==> src/rtl/booth_pkg.sv <==
`default_nettype none
// ============================================================================
//  Module  : booth_pkg
//  Brief   : Shared types and helpers for the radix-4 Booth multiplier.
//  Rev     : 1.0  initial release
// ============================================================================
package booth_pkg;

    typedef enum logic [2:0] {
        BD_ZERO = 3'd0,
        BD_P1   = 3'd1,
        BD_P2   = 3'd2,
        BD_M1   = 3'd3,
        BD_M2   = 3'd4
    } booth_digit_e;

    typedef enum logic [1:0] {
        ST_IDLE = 2'd0,
        ST_CALC = 2'd1,
        ST_DONE = 2'd2
    } state_e;

    // One extra bit keeps unsigned multipliers positive; round up to even.
    function automatic int ndig(input int b_w);
        return (b_w + 2) / 2;
    endfunction

endpackage
`default_nettype wire

==> src/rtl/booth_r4_mult_seq_if.sv <==
`default_nettype none
// ============================================================================
//  Module  : booth_r4_mult_seq_if
//  Brief   : Operand/result handshake bundle for the Booth multiplier.
//  Rev     : 1.0  initial release
// ============================================================================
interface booth_r4_mult_seq_if #(
    parameter int A_W = 11,
    parameter int B_W = 8
);
    localparam int R_W = A_W + B_W;

    logic           in_valid;
    logic           in_ready;
    logic [A_W-1:0] n1;
    logic [B_W-1:0] n2;
    logic           a_signed;
    logic           b_signed;
    logic           out_valid;
    logic           out_ready;
    logic [R_W-1:0] result;

    modport master (
        output in_valid, n1, n2, a_signed, b_signed, out_ready,
        input  in_ready, out_valid, result
    );

    modport slave (
        input  in_valid, n1, n2, a_signed, b_signed, out_ready,
        output in_ready, out_valid, result
    );
endinterface
`default_nettype wire

==> src/rtl/booth_r4_enc.sv <==
`default_nettype none
// ============================================================================
//  Module  : booth_r4_enc
//  Brief   : Radix-4 Booth recoder, 3-bit window to signed digit.
//  Rev     : 1.0  initial release
// ============================================================================
module booth_r4_enc
    import booth_pkg::*;
(
    input  logic [2:0]   i_win,
    output booth_digit_e o_digit
);

    always_comb begin
        o_digit = BD_ZERO;
        case (i_win)
            3'b001, 3'b010: o_digit = BD_P1;
            3'b011:         o_digit = BD_P2;
            3'b100:         o_digit = BD_M2;
            3'b101, 3'b110: o_digit = BD_M1;
            default:        o_digit = BD_ZERO;
        endcase
    end

endmodule
`default_nettype wire

==> src/rtl/booth_r4_mult_seq.sv <==
`default_nettype none
// ============================================================================
//  Module  : booth_r4_mult_seq
//  Brief   : Sequential radix-4 Booth multiplier, one digit per clock.
//  Rev     : 1.0  initial release
// ============================================================================
module booth_r4_mult_seq
    import booth_pkg::*;
#(
    parameter int A_W = 11,
    parameter int B_W = 8
) (
    input  logic                clk,
    input  logic                rst,
    booth_r4_mult_seq_if.slave  bus
);

    localparam int NDIG  = ndig(B_W);
    localparam int BE    = 2 * NDIG;
    localparam int R_W   = A_W + B_W;
    localparam int CNT_W = $clog2(NDIG);

    state_e           r_state;
    state_e           w_state_nxt;
    logic [CNT_W-1:0] r_cnt;
    logic [R_W-1:0]   r_a;
    logic [R_W-1:0]   r_acc;
    logic [R_W-1:0]   w_pp;
    logic [R_W-1:0]   w_a_ext;
    logic [BE:0]      r_b;
    logic [BE-1:0]    w_b_ext;
    booth_digit_e     w_digit;
    logic             w_accept;
    logic             w_last;
    logic             w_take;

    assign w_accept = (r_state == ST_IDLE) && bus.in_valid;
    assign w_last   = (r_cnt == CNT_W'(NDIG - 1));
    assign w_take   = (r_state == ST_DONE) && bus.out_ready;

    assign w_a_ext = bus.a_signed ? {{(R_W-A_W){bus.n1[A_W-1]}}, bus.n1}
                                  : {{(R_W-A_W){1'b0}}, bus.n1};
    assign w_b_ext = bus.b_signed ? {{(BE-B_W){bus.n2[B_W-1]}}, bus.n2}
                                  : {{(BE-B_W){1'b0}}, bus.n2};

    // r_b carries the implicit b[-1]=0 in bit 0, so the window is always r_b[2:0].
    booth_r4_enc u_enc (
        .i_win   (r_b[2:0]),
        .o_digit (w_digit)
    );

    always_comb begin
        w_pp = '0;
        case (w_digit)
            BD_P1:   w_pp = r_a;
            BD_P2:   w_pp = {r_a[R_W-2:0], 1'b0};
            BD_M1:   w_pp = '0 - r_a;
            BD_M2:   w_pp = '0 - {r_a[R_W-2:0], 1'b0};
            default: w_pp = '0;
        endcase
    end

    always_ff @(posedge clk) begin
        if (rst) begin
            r_state <= ST_IDLE;
        end else begin
            r_state <= w_state_nxt;
        end
    end

    always_comb begin
        w_state_nxt = r_state;
        case (r_state)
            ST_IDLE: if (w_accept) w_state_nxt = ST_CALC;
            ST_CALC: if (w_last)   w_state_nxt = ST_DONE;
            ST_DONE: if (w_take)   w_state_nxt = ST_IDLE;
            default:               w_state_nxt = ST_IDLE;
        endcase
    end

    always_ff @(posedge clk) begin
        if (rst) begin
            r_cnt <= '0;
            r_a   <= '0;
            r_b   <= '0;
            r_acc <= '0;
        end else begin
            case (r_state)
                ST_IDLE: begin
                    if (w_accept) begin
                        r_a   <= w_a_ext;
                        r_b   <= {w_b_ext, 1'b0};
                        r_acc <= '0;
                        r_cnt <= '0;
                    end
                end
                ST_CALC: begin
                    r_acc <= r_acc + w_pp;
                    r_a   <= r_a << 2;
                    r_b   <= {2'b00, r_b[BE:2]};
                    r_cnt <= r_cnt + CNT_W'(1);
                end
                default: begin
                end
            endcase
        end
    end

    assign bus.in_ready  = (r_state == ST_IDLE);
    assign bus.out_valid = (r_state == ST_DONE);
    assign bus.result    = r_acc;

endmodule
`default_nettype wire

==> src/flat_wrapper.sv <==
// flat-port wrapper written by rule: the top's interface ports become plain ports
module booth_r4_mult_seq_flat import booth_pkg::*;
#(
    parameter int A_W = 11,
    parameter int B_W = 8
)
  (clk, rst, bus_in_valid, bus_n1, bus_n2, bus_a_signed, bus_b_signed, bus_out_ready, bus_in_ready, bus_out_valid, bus_result);
  booth_r4_mult_seq_if #(.A_W(A_W), .B_W(B_W)) bus_i ();
  input  logic clk;
  input  logic rst;
  input wire logic [$bits(bus_i.in_valid)-1:0] bus_in_valid;
  input wire logic [$bits(bus_i.n1)-1:0] bus_n1;
  input wire logic [$bits(bus_i.n2)-1:0] bus_n2;
  input wire logic [$bits(bus_i.a_signed)-1:0] bus_a_signed;
  input wire logic [$bits(bus_i.b_signed)-1:0] bus_b_signed;
  input wire logic [$bits(bus_i.out_ready)-1:0] bus_out_ready;
  output wire logic [$bits(bus_i.in_ready)-1:0] bus_in_ready;
  output wire logic [$bits(bus_i.out_valid)-1:0] bus_out_valid;
  output wire logic [$bits(bus_i.result)-1:0] bus_result;
  assign bus_i.in_valid = bus_in_valid;
  assign bus_i.n1 = bus_n1;
  assign bus_i.n2 = bus_n2;
  assign bus_i.a_signed = bus_a_signed;
  assign bus_i.b_signed = bus_b_signed;
  assign bus_i.out_ready = bus_out_ready;
  assign bus_in_ready = bus_i.in_ready;
  assign bus_out_valid = bus_i.out_valid;
  assign bus_result = bus_i.result;
  booth_r4_mult_seq #(.A_W(A_W), .B_W(B_W)) u_core (.clk(clk), .rst(rst), .bus(bus_i));
endmodule
==> config.mk <==
export PLATFORM = sky130hd
export DESIGN_NAME = booth_r4_mult_seq_flat
export DESIGN_NICKNAME = d
export VERILOG_FILES = /design/src/rtl/booth_pkg.sv /design/src/rtl/booth_r4_mult_seq_if.sv /design/src/rtl/booth_r4_enc.sv /design/src/rtl/booth_r4_mult_seq.sv /design/src/flat_wrapper.sv
export SDC_FILE = /design/constraint.sdc
export NUM_CORES = 1
export LEC_CHECK = 0
export CORE_ASPECT_RATIO = 0.7
export CORE_MARGIN = 4
export CORE_UTILIZATION = 35
export DETAILED_ROUTE_END_ITERATION = 8
export GPL_TIMING_DRIVEN = 0
export SKIP_CTS_REPAIR_TIMING = 1
export SYNTH_ARGS = -nofsm -noshare
export SYNTH_HDL_FRONTEND = slang
export SYNTH_SLANG_ARGS = --single-unit
export TNS_END_PERCENT = 1
==> constraint.sdc <==
create_clock -name clk -period 7.4 [get_ports clk]
set_input_delay 1.48 -clock clk [delete_from_list [all_inputs] [get_ports clk]]
set_output_delay 1.48 -clock clk [all_outputs]
set_load 0.05 [all_outputs]
After elaboration in Yosys (flattened, before gate mapping)
Index checks and enable logic that the tools add are counted.
- flip-flop bits (word level): 54
- input port bits: 25
- word-level logic and storage cells: 49
- add/sub/neg operators: 4
- equal/unequal tests: 16
- multiplexer cells: 16
- reduce and logical (&&, ||, !) cells: 8
- operator list (kind ; count):
    19-bit one-hot mux with 2 select lines ; 2
    19-bit one-hot mux with 4 select lines ; 1
    19-bit 2-to-1 mux ; 3
    1-bit by 19-bit subtractor with 19-bit output, first input constant ; 2
    11-bit one-hot mux with 2 select lines ; 1
    19-bit adder ; 1
    3-bit equality test, second input constant ; 5
    3-bit by 2-bit equality test with 1-bit output, second input constant ; 4
    3-bit one-hot mux with 4 select lines ; 1
    11-bit 2-to-1 mux ; 1
    10-bit 2-to-1 mux ; 1
    3-bit by 1-bit equality test with 1-bit output, second input constant ; 2
    2-bit 2-to-1 mux ; 3
    2-bit by 1-bit inequality test with 1-bit output, second input constant ; 3
    2-bit one-hot mux with 3 select lines ; 1
    3-bit one-hot mux with 2 select lines ; 1
    2-bit OR reduction ; 2
    3-bit by 1-bit adder with 3-bit output, second input constant ; 1
    3-bit 2-to-1 mux ; 1
    3-bit AND reduction ; 1
    2-bit by 1-bit equality test with 1-bit output, second input constant ; 1
    2-bit equality test, second input constant ; 1
    1-bit logical AND ; 2
    2-bit zero test ; 1
    2 further kinds ; 2

Longest topological paths before layout
- word-level depth: 7
- depth in mapped cells: 20

Cells and area by module
From an unflattened synthesis, not the netlist that was laid out.
- cells, all modules: 531
- area total of the unflattened synthesis: 4063.9 µm²
- modules (own cells, without submodules) (module ; times used ; cells each ; area an instance (µm²) ; sequential area each (µm²)):
    booth_r4_mult_seq ; 1 ; 527 ; 4030.1 ; 1061.0
    booth_r4_enc ; 1 ; 4 ; 33.8 ; 0.0

Worst setup path before layout
Ideal clock, no wire load.
- path type: reg2reg
- from: reg u_core.r_a[5]
- to: reg u_core.r_acc[18], in the netlist u_core.bus.result[18]
- library setup time: 0.128 ns
- arrival time: 3.496 ns
- slack: 3.776 ns
- stages on the path, launching flop included: 20
- clock period less this slack: 3.624 ns
- cells stage by stage: dfxtp_1 > buf_6 > nor4_4 > nand4_1 > nor3_1 > xnor2_1 > nor2_1 > a211oi_1 > a31oi_1 > a21oi_1 > ha_1 > clkbuf_1 > a21o_1 > a31oi_1 > o21ai_0 > a31o_2 > a311o_2 > xor2_1 > nand3b_1 > o211ai_1
- cells in the longest elaborated chain, start to end: 4
- elaborated cells between the ends (all ways): 5
- ends and longest elaborated chain (what ; line ; source):
    from (decl) ; booth_r4_mult_seq.sv:26 ; logic [R_W-1:0] r_a;
    from (signal assigned) ; booth_r4_mult_seq.sv:91 ; r_a <= w_a_ext;
    from (signal assigned) ; booth_r4_mult_seq.sv:99 ; r_a <= r_a << 2;
    1-bit by 19-bit subtractor with 19-bit output, on equally long branches ; booth_r4_mult_seq.sv:57, booth_r4_mult_seq.sv:58 ;
    19-bit one-hot mux with 4 select lines (*) ; booth_r4_mult_seq.sv:54 ; case (w_digit)
    19-bit adder (*) ; booth_r4_mult_seq.sv:98 ; r_acc <= r_acc + w_pp;
    19-bit one-hot mux with 2 select lines (*) ; booth_r4_mult_seq.sv:88 ; case (r_state)
    to (signal assigned) ; booth_r4_mult_seq.sv:98 ;
    to (decl) ; booth_r4_mult_seq.sv:27 ; logic [R_W-1:0] r_acc;
Every way passes the cells marked *; elsewhere a longest branch is shown, timed or not.
A chain may end at the register's enable or synchronous reset.

Final worst setup path
- from: reg u_core.r_a[1]
- to: reg u_core.r_acc[18], in the netlist u_core.bus.result[18]
The elaborated chain is that of the path after synthesis.

==> results.json <==
{
  "status": "completed",
  "worstPathArrival_ns": 4.51,
  "design_area_um2": 4750,
  "die_w_um": 135,
  "die_h_um": 96.9,
  "post_dp_cell_area_um2": 4590,
  "nNetsFinal": 624,
  "r2r_setup_slack_ns": 3.12,
  "syn_nets": 573,
  "first_iter_violations": 336,
  "startpoint": "u_core.r_a[1]",
  "grt_first_pass_wirelength_mm": 19.5,
  "routed_wl_mm": 12.0,
  "yosysTopAreaCellShare": 0.268,
  "antenna_cells": 0,
  "numCtsBuffers": 5,
  "cts_tree": "built",
  "drv_slew": 0,
  "vias": 4058,
  "dieArea_um2": 13100,
  "slew_headroom": 0.587,
  "dr.pass1.iters": 5,
  "grt_pass1_vias": 3757,
  "synthArstFlopShare": 0,
  "rsz0062_at_grt": "false",
  "hold_viol": 0,
  "synth_area_um2": 3950,
  "synth_edf_count": 0,
  "clkTransAtPathRegs_ns": 0.07,
  "yosysMostFrequentCell": "nor2_1",
  "endpoint_kind": "register",
  "yosys_warnings": 0,
  "groute.usage.overall": 0.183,
  "cp.required_ns": 7.63,
  "synth_top_cells_by_count": "nor2_1 (80), nand2_1 (62), dfxtp_1 (53)",
  "fin_crit_ns": 4.28,
  "cts_max_path_buffers": 2,
  "setup_viol_count_final": 0,
  "ios": 46,
  "antenna_found_initial": 0,
  "syn_inst": 526,
  "gp_routability_congestion": 0.924,
  "reg2reg_from": "u_core.r_a[1]",
  "cts_sinks": 53,
  "p_per_area_nw_per_um2": 179,
  "viasPerCell": 5.55,
  "io_buffers": 44,
  "cts-root-buf": "clkbuf_16",
  "dp_hpwl_mm": 9.04,
  "synth_top_flop_cell": "dfxtp_1",
  "postSynthAreaPerCell_um2": 7.52,
  "cap_violations": 0,
  "hold_path_class": "reg -> reg",
  "ir_worst_vdd_v": 0.0000999,
  "cp-endpoint": "u_core.bus.result[18]",
  "row_count": 32,
  "cellLeakagePower_uw": 0.00185,
  "start_util": 0.359,
  "area_delta_synth_final_pct": 20.1,
  "clk_latency_ns": 0.30,
  "r2r_cells": 20,
  "finClkSkew_ns": 0.00588,
  "synth_seq_cells": 53,
  "core_um2": 11000,
  "max_clock_freq_mhz": 234,
  "drc": 0,
  "holdWs_ns": 0.474,
  "critPathLaunchType": "register",
  "wire_per_inst_um": 16.4,
  "path_class": "reg -> reg",
  "fin_setup_tns_ns": 0,
  "crit-reg2reg-capture": "u_core.bus.result[18]",
  "synth_area_leader_cell": "dfxtp_1",
  "cts_max_level": 2,
  "grt_max_degree": 17,
  "final_antenna_net_count": 0,
  "post-route-period-util": 0.578,
  "crit_fanout": 7,
  "seq_area_frac_synth": 0.268,
  "ys_top_cells_by_area": "dfxtp_1 (27%), nor2_1 (7.6%), ha_1 (6.6%)",
  "layout-drive-gt1-share": 0.0502,
  "grt-ovfl-total": 0,
  "ys_types": 54,
  "worst_pin_slew_ns": 0.614
}
## worst max-delay path: stages (launching register included)
cell and delay, ns:
dfxtp_1 0.39, inv_1 0.14, ha_1 0.26, nor4b_4 0.32
nand2_2 0.16, nor2_1 0.15, nand2_1 0.11, xnor2_1 0.13
a211oi_1 0.25, a31oi_1 0.06, a21oi_1 0.29, ha_1 0.28
clkbuf_1 0.18, a21o_1 0.19, a31oi_1 0.11, o21ai_0 0.11
a31o_2 0.26, a311o_2 0.40, xor2_1 0.23, nand3b_1 0.10
o211ai_1 0.09
## cells by family after synthesis
logic type,after synthesis,synth area share
xor gates and xnor gates,36,0.0797
AOI/OAI and AO/OA,170,0.295
and+or+nand+nor,189,0.212
muxes,1,0.00285
buffers and inverters,55,0.0706
adders and majority gates,22,0.0715
DFF,53,0.268
## cell usage in the layout (no fill, tap or decap), drive strengths merged, types with 5 or more instances in the layout
master         netlist  routed
o211ai               7       7
nand3                8       8
nor2                80      80
a22oi               28      28
a221oi               6       6
nand2               63      63
xor2                12      12
a22o                 9       9
o21ai               29      29
clkdlybuf4s50        0      44
inv                 13      14
a21oi               34      34
ha                  21      21
a211oi               7       7
nand2b               5       5
buf                  8       8
a311oi              11      11
dfxtp               53      53
a21o                 9       9
xnor2               24      24
nor3                14      14
a31oi                7       7
clkbuf              34      41
## per-stage QoR
| step | util | power (uW) | worst slack (ns) | std cells |
|---|---|---|---|---|
| final | 0.431 | 851 | 3.12 | 731 |
| after global routing | 0.431 | 898 | 2.69 | 731 |
| after CTS | 0.431 | 851 | 3.13 | 731 |
| after detailed placement | 0.416 | 595 | 3.17 | 723 |
| after global placement | 0.416 | 590 | 3.14 | 723 |
| after floorplan | - | 518 | 3.78 | 526 |
## final cells by class
class	count	area, um2
Multi-Input combinational cell	418	2610
Tap cell	153	191
Fill cell	1106	6260
Clock buffer	7	153
Clock inverter	1	8.76
Buffer	42	230
Inverter	13	48.8
Sequential cell	53	1060
Timing Repair Buffer	44	440
## power by group
part           switching (uW)  leakage [uW]  internal (uW)
clock network             113     0.0000805            146
registers                13.5      0.000434            302
logic                     169       0.00134            108
total                     296       0.00185            555
## per-layer routing
layer | part of all wire | routed length, um | track usage | vias to the layer above
met2 | 0.41 | 4900 | 0.260 | 173
met4 | 0.016 | 195 | 0.0411 | 0
met5 | 0 | 0 | 0 | -
met3 | 0.081 | 964 | 0.0442 | 21
met1 | 0.49 | 5910 | 0.278 | 1875
li1 | - | - | - | 1989
## worst min path at each step
stage | startpoint | to | slack (ns) | cells after the start
2_1_floorplan | u_core.r_b[9] | u_core.r_b[9] | 0.44 | 2
3_3_place_gp | u_core.r_b[9] | u_core.r_b[9] | 0.46 | 2
3_5_place_dp | u_core.r_b[9] | u_core.r_b[9] | 0.46 | 2
4_1_cts | u_core.r_b[9] | u_core.r_b[9] | 0.48 | 2
5_1_grt | u_core.r_b[9] | u_core.r_b[9] | 0.51 | 2
6_report | u_core.r_b[9] | u_core.r_b[9] | 0.47 | 2
## registers in the layout (all words and copies together), names as in the netlist
signal	flops
u_core.r_cnt	3
u_core.r_a	19
u_core.r_state	2
u_core.bus.result	19
u_core.r_b	10
Power figures use the tool's default switching activity.
